## config.mk

```make
export PLATFORM = sky130hd
export DESIGN_NAME = id_ex_pipeline_reg
export DESIGN_NICKNAME = d
export VERILOG_FILES = /design/src/rtl/id_ex_pipeline_reg.sv
export SDC_FILE = /design/constraint.sdc
export NUM_CORES = 1
export LEC_CHECK = 0
export BUFFER_PORTS_ARGS = -buffer_cell sky130_fd_sc_hd__buf_4
export CORE_ASPECT_RATIO = 1.25
export CORE_MARGIN = 4
export CORE_UTILIZATION = 46
export DETAILED_ROUTE_END_ITERATION = 12
export PLACE_DENSITY = 0.86
export SKIP_CTS_REPAIR_TIMING = 1
export SLEW_MARGIN = 10
export SYNTH_ARGS = -nofsm -noshare
export SYNTH_HDL_FRONTEND = slang
export SYNTH_SLANG_ARGS = --single-unit
```

## constraint.sdc

```tcl
create_clock -name clk -period 0.9 [get_ports clk]
set_input_delay 0.09 -clock clk [delete_from_list [all_inputs] [get_ports clk]]
set_output_delay 0.09 -clock clk [all_outputs]
set_load 0.01 [all_outputs]
```

## src/rtl/id_ex_pipeline_reg.sv

```systemverilog
// ID/EX pipeline register with stall hold, bubble/flush NOP insertion and valid gating.
// Optional PIPE_STATS_EN macro adds bubble and stall event counters.
module id_ex_pipeline_reg #(
    parameter int unsigned XLEN = 32
) (
    input  logic            clk,
    input  logic            rst_n,
    input  logic            stall_i,
    input  logic            bubble_i,
    input  logic            flush_i,
    input  logic            id_valid_i,
    input  logic [XLEN-1:0] id_pc_i,
    input  logic [XLEN-1:0] id_rs1_data_i,
    input  logic [XLEN-1:0] id_rs2_data_i,
    input  logic [XLEN-1:0] id_imm_i,
    input  logic [4:0]      id_rs1_addr_i,
    input  logic [4:0]      id_rs2_addr_i,
    input  logic [4:0]      id_rd_addr_i,
    input  logic [2:0]      id_alu_op_i,
    input  logic [2:0]      id_funct3_i,
    input  logic            id_funct7_i,
    input  logic            id_alu_src_b_i,
    input  logic            id_reg_write_i,
    input  logic            id_mem_read_i,
    input  logic            id_mem_write_i,
    input  logic [1:0]      id_wb_sel_i,
    input  logic            id_branch_i,
    input  logic            id_jump_i,
    output logic            ex_valid,
    output logic [XLEN-1:0] ex_pc,
    output logic [XLEN-1:0] ex_rs1_data,
    output logic [XLEN-1:0] ex_rs2_data,
    output logic [XLEN-1:0] ex_imm,
    output logic [4:0]      ex_rs1_addr,
    output logic [4:0]      ex_rs2_addr,
    output logic [4:0]      ex_rd_addr,
    output logic [2:0]      ex_alu_op,
    output logic [2:0]      ex_funct3,
    output logic            ex_funct7,
    output logic            ex_alu_src_b,
    output logic            ex_reg_write,
    output logic            ex_mem_read,
    output logic            ex_mem_write,
    output logic [1:0]      ex_wb_sel,
    output logic            ex_branch,
    output logic            ex_jump
`ifdef PIPE_STATS_EN
    ,
    output logic [31:0]     stat_bubble_cnt_o,
    output logic [31:0]     stat_stall_cnt_o
`endif
);

    // alu_op_e encoding: RTYPE=0, ITYPE_ARITH=1, LOAD_STORE=2, BRANCH=3, LUI=4, AUIPC=5, JUMP=6
    localparam logic [2:0] ALUOP_ITYPE_ARITH = 3'd1;

    logic            w_kill;
    logic            w_load;
    logic            w_live;

    logic            r_valid;
    logic [XLEN-1:0] r_pc;
    logic [XLEN-1:0] r_rs1_data;
    logic [XLEN-1:0] r_rs2_data;
    logic [XLEN-1:0] r_imm;
    logic [4:0]      r_rs1_addr;
    logic [4:0]      r_rs2_addr;
    logic [4:0]      r_rd_addr;
    logic [2:0]      r_alu_op;
    logic [2:0]      r_funct3;
    logic            r_funct7;
    logic            r_alu_src_b;
    logic            r_reg_write;
    logic            r_mem_read;
    logic            r_mem_write;
    logic [1:0]      r_wb_sel;
    logic            r_branch;
    logic            r_jump;

    // Flush and bubble both override a stall; side-effect bits survive only for a live slot.
    assign w_kill = flush_i | bubble_i;
    assign w_load = w_kill | ~stall_i;
    assign w_live = ~w_kill & id_valid_i;

    always_ff @(posedge clk or negedge rst_n) begin
        if (!rst_n) begin
            r_valid     <= 1'b0;
            r_pc        <= '0;
            r_rs1_data  <= '0;
            r_rs2_data  <= '0;
            r_imm       <= '0;
            r_rs1_addr  <= '0;
            r_rs2_addr  <= '0;
            r_rd_addr   <= '0;
            r_alu_op    <= ALUOP_ITYPE_ARITH;
            r_funct3    <= '0;
            r_funct7    <= 1'b0;
            r_alu_src_b <= 1'b0;
            r_reg_write <= 1'b0;
            r_mem_read  <= 1'b0;
            r_mem_write <= 1'b0;
            r_wb_sel    <= '0;
            r_branch    <= 1'b0;
            r_jump      <= 1'b0;
        end else if (w_load) begin
            r_valid     <= w_live;
            r_pc        <= w_kill ? '0 : id_pc_i;
            r_rs1_data  <= w_kill ? '0 : id_rs1_data_i;
            r_rs2_data  <= w_kill ? '0 : id_rs2_data_i;
            r_imm       <= w_kill ? '0 : id_imm_i;
            r_rs1_addr  <= w_kill ? '0 : id_rs1_addr_i;
            r_rs2_addr  <= w_kill ? '0 : id_rs2_addr_i;
            r_rd_addr   <= w_kill ? '0 : id_rd_addr_i;
            r_alu_op    <= w_kill ? ALUOP_ITYPE_ARITH : id_alu_op_i;
            r_funct3    <= w_kill ? '0 : id_funct3_i;
            r_funct7    <= ~w_kill & id_funct7_i;
            r_alu_src_b <= ~w_kill & id_alu_src_b_i;
            r_reg_write <= w_live & id_reg_write_i;
            r_mem_read  <= w_live & id_mem_read_i;
            r_mem_write <= w_live & id_mem_write_i;
            r_wb_sel    <= w_kill ? '0 : id_wb_sel_i;
            r_branch    <= w_live & id_branch_i;
            r_jump      <= w_live & id_jump_i;
        end
    end

    assign ex_valid     = r_valid;
    assign ex_pc        = r_pc;
    assign ex_rs1_data  = r_rs1_data;
    assign ex_rs2_data  = r_rs2_data;
    assign ex_imm       = r_imm;
    assign ex_rs1_addr  = r_rs1_addr;
    assign ex_rs2_addr  = r_rs2_addr;
    assign ex_rd_addr   = r_rd_addr;
    assign ex_alu_op    = r_alu_op;
    assign ex_funct3    = r_funct3;
    assign ex_funct7    = r_funct7;
    assign ex_alu_src_b = r_alu_src_b;
    assign ex_reg_write = r_reg_write;
    assign ex_mem_read  = r_mem_read;
    assign ex_mem_write = r_mem_write;
    assign ex_wb_sel    = r_wb_sel;
    assign ex_branch    = r_branch;
    assign ex_jump      = r_jump;

`ifdef PIPE_STATS_EN
    logic [31:0] r_bubble_cnt;
    logic [31:0] r_stall_cnt;

    always_ff @(posedge clk or negedge rst_n) begin
        if (!rst_n) begin
            r_bubble_cnt <= '0;
            r_stall_cnt  <= '0;
        end else begin
            if (w_kill) r_bubble_cnt <= r_bubble_cnt + 32'd1;
            if (!w_load) r_stall_cnt <= r_stall_cnt + 32'd1;
        end
    end

    assign stat_bubble_cnt_o = r_bubble_cnt;
    assign stat_stall_cnt_o  = r_stall_cnt;
`endif

endmodule

```

Word level (Yosys, flattened, before mapping)
Index checks and enable logic that the tools add are counted.
W data, S select, Z words.

operators by class
  muxes and demuxes = 10
  bitwise gates (word level) = 12

operator list
  cell           number
  $mux W32       4
  $mux W5        3
  $and A1 B1 Y1  8
  $mux W3        2
  $mux W2        1
  $not A1 Y1     2
  $or A1 B1 Y1   2

word-level totals
  flip-flop bits (word level) = 159
  input port bits = 164
  output and inout bits = 159
  word-level logic and storage cells = 40

Logic depth before layout (Yosys ltp)
  depth in word-level cells = 4
  depth in mapped cells = 5
  gate-level depth less buffers = 2

Worst setup path after synthesis
OpenSTA, ideal clock, no wires.

  kind = input-to-reg
  from = input bubble_i
  to = register r_alu_op[0] (netlist: ex_alu_op[0])
  setup time = 0.082 ns
  arrival = 0.811 ns
  data required time = 0.818 ns
  slack = 0.007 ns
  stages on the path = 4
  path buffers = 2
  cell sequence = or2_1 -> buf_6 -> buf_6 -> a211o_1

between the ends
  word-level cells in the longest chain between the ends = 2
  elaborated cells between the ends (all ways) = 3
  those cells by class = 1 x mux; 2 x bitwise

ends and longest elaborated chain
  what                                            line     text
  start: declaration                              9        input logic bubble_i,
  $or A1 B1 Y1 (*)                                81       assign w_kill = flush_i | bubble_i;
  $mux W3 / $or A1 B1 Y1 (equally long branches)  114, 82
  end signal: assignment                          114      r_alu_op <= w_kill ? ALUOP_ITYPE_ARITH : id_alu_op_i;
  end: declaration                                69       logic [2:0] r_alu_op;

Every way passes the cells marked *; elsewhere a longest branch is shown, timed or not.
A chain may end at the register's enable or synchronous reset.

Final worst setup path
  from = register r_alu_op[0] (netlist: ex_alu_op[0])
  to = output ex_alu_op[0]

RTL lines
  what              line  text
  end: declaration  37    output logic [2:0] ex_alu_op,

No word-level cell between the ends.

==> impl_metrics.yaml <==
run_status:
  status: "complete, but fails checks"
  violations: "hold timing, setup timing"
layout:
  final_cell_area_um2: 12500
  syn_to_final_growth_pct: 92.7
  layout.nets: 1242
  drive_above_1_share: 0.414
  layout.cells.non_filler: 1268
  fin_util: 0.905
pwr:
  power.switching_mw: 4.70
  cellPowerDensity_nw_per_um2: 1500
  power_mw: 18.8
  internal_power_mw: 14.1
  combPwrFrac: 0.173
  p_leak_nw: 6.57
  irDropWorstVdd_mv: 1.68
  seqPwrFrac: 0.403
  clockPowerShare: 0.424
  swShare: 0.250
timing:
  max_freq_mhz: 866
  report.final.slew_viol_count: 0
  post-route-period-util: 1.28
  setup_viol: 177
  clock_skew_ns: 0
  post-route-min-period_ns: 1.16
  setup_tns_ns: -23.20
  final_hold_viol_count: 2
  rsz0062_at_grt: "true"
  tightestPinTransition_ns: 0.277
  setup_slack_ns: -0.255
  max-slew-margin-rel: 0.810
  hold_ws_ns: -0.0188
clocking:
  cts.path.max_buffers: 2
  cts_buffers: 17
  cts.clk_slew.worst_paths_ns: 0.07
  cts.sinks: 159
  clockRootBuffer: "clkbuf_16"
  cts_max_level: 4
  clk_latency_ns: 0.41
  cts_tree: "done"
synth:
  yosysSeqAreaShare: 0.613
  synth.most_common_cell: "dfrtp_1"
  synth_top_family_by_area: "multiplexers"
  synth_edf_count: 0
  synth_cell_type_count: 14
  yosys_most_used_dff: "dfrtp_1"
  async_flop_share: 1.00
  synthSimpleGateAreaFrac: 0.0991
  synthAdderAreaFrac: 0
  synth.net_count: 683
  synth_mux_area_frac: 0.236
  yosys_warnings: 0
  synth_xor_area_frac: 0
  ys_top_cells_by_area: "dfrtp_1 61%, mux2i_1 24%, nor2_1 8.9%, buf_6 2.4%, buf_4 1.7%"
  syn_area_per_cell_um2: 12.5
  synth_compound_area_frac: 0.00521
  synthCells: 519
  synth_common_cells: "158 x dfrtp_1, 153 x mux2i_1, 153 x nor2_1"
  syn_area_um2: 6490
  synth.largest_area_cell: "dfrtp_1"
  ys_ff_latch: 159
  synth_top_area_frac: 0.609
global_routing:
  grt_pass1_wl_um: 28600
  antenna_found_initial: 2
  grt_max_degree: 51
  grtUsageTotal: 0.229
  met2_usage: 0.389
  use_met1: 0.265
  grt-ovfl-total: 0
  grt_pass1_vias: 5400
  top_usage_layer: "met2"
  grt_util_met3: 0.0661
floorplanning:
  floorplan.die.height_um: 141
  design.core.area_um2: 13800
  rows: 48
  die_x_um: 114
  start_util: 0.470
  num_io_pins: 323
  dieArea_um2: 16100
route:
  detail_route.wl_per_cell_um: 23.7
  antenna_left: 0
  route.detailed.drc: 0
  dr.first_iter.drc_count: 544
  via_count: 6866
  drt_pre_antenna_iters: 5
  viasPerCell: 5.41
  wl_um: 30100
placement:
  dp.cells: 1007
  place_area_um2: 9180
  portBuffers: 322
  dp_hpwl_um: 13800
  pre_cts_ws_ns: -0.112
  gp_congestion: 0.835
worst_setup_path:
  critical_path.top_delay_family: "flip-flops"
  cp-end-kind: "output pin"
  critPathSlowestCell: "dfstp_2"
  crit_type: "reg2out"
  path_cells: "buf_6"
  cpPeakStageDelay_ns: 0.54
  required_ns: 0.81
  critical_path_buf_inv_count: 1
  critPathMaxFanout: 2
  arrival_ns: 1.07
  cp-start-kind: "register"
flow_run:
  cap_viol_max_count: 0
min_path:
  worstHoldPathType: "in2reg"
==> layout make-up <==
cell class	instances	area, µm²
Multi-Input combinational cell	324	2210
Sequential cell	159	3980
Clock buffer	21	460
Timing Repair Buffer	576	5450
Fill cell	493	1310
Clock inverter	11	178
Antenna cell	2	5.00
Tap cell	175	219
==> cells in the final DEF, fill, tap and decap left out <==
cell type      count
or2_4              1
buf_6            158
clkinv_4           1
inv_6              3
buf_12            11
clkbuf_1           2
nor2_1           153
clkbuf_16         17
nor2b_1            1
clkbuf_8           3
a211o_1            1
clkinvlp_4         3
nand2_1            5
bufinv_16          4
dfstp_2            1
dlygate4sd3_1    156
dfrtp_1          158
a21oi_1            5
nand3b_1           5
mux2i_1          153
diode_2            2
buf_4            250
==> worst min-delay path, stage by stage <==
cell,delay (ns)
buf_4,0.08
mux2i_1,0.07
nor2_1,0.11
==> per-layer routing <==
layer | part of all wire | vias to the layer above
met5 | 0 | -
met4 | 0.067 | 0
met3 | 0.073 | 142
met2 | 0.53 | 474
met1 | 0.33 | 3409
li1 | - | 2841
==> worst paths after layout <==
path                       depth (start not counted)         endpoint  slack (ns)         startpoint
setup / recovery                                   1     ex_alu_op[0]       -0.26       ex_alu_op[0]
hold / removal                                     3  ex_rs2_data[15]       -0.02  id_rs2_data_i[15]
hold reg to reg                                    2   ex_rs2_data[8]        0.55     ex_rs2_data[8]
max in group asynchronous                          3   ex_rs1_addr[3]        0.28              rst_n
min in group asynchronous                          2         ex_pc[2]        0.11              rst_n
setup reg to reg                                   3        ex_imm[1]       -0.15          ex_imm[1]
==> registers in the layout, indices dropped and copies added, names as in the netlist <==
name / flops
ex_funct3: 3
ex_wb_sel: 2
ex_alu_src_b: 1
ex_rs2_addr: 5
ex_alu_op: 3
ex_funct7: 1
ex_mem_write: 1
ex_rd_addr: 5
ex_rs1_addr: 5
ex_branch: 1
ex_rs2_data: 32
ex_pc: 32
ex_valid: 1
ex_imm: 32
ex_reg_write: 1
ex_jump: 1
ex_mem_read: 1
ex_rs1_data: 32
==> logic make-up (layout without fill, tap and decap cells) <==
group | Yosys count | count (layout)
and+or+nand+nor | 165 | 165
buffers and inverters | 36 | 608
other | 0 | 2
DFF | 159 | 159
AOI/OAI and AO/OA | 6 | 6
muxes | 153 | 153
==> power by group through the flow <==
stage	sequential, mW	combinational (mW)	clock [mW]
floorplan	7.72	0.818	0
global placement	7.62	2.15	0
detailed placement	7.62	2.20	0
CTS	7.50	2.21	7.88
global route	7.59	3.42	8.30
finish	7.58	3.25	7.96
Note: power is estimated with default switching activity, not from simulation.
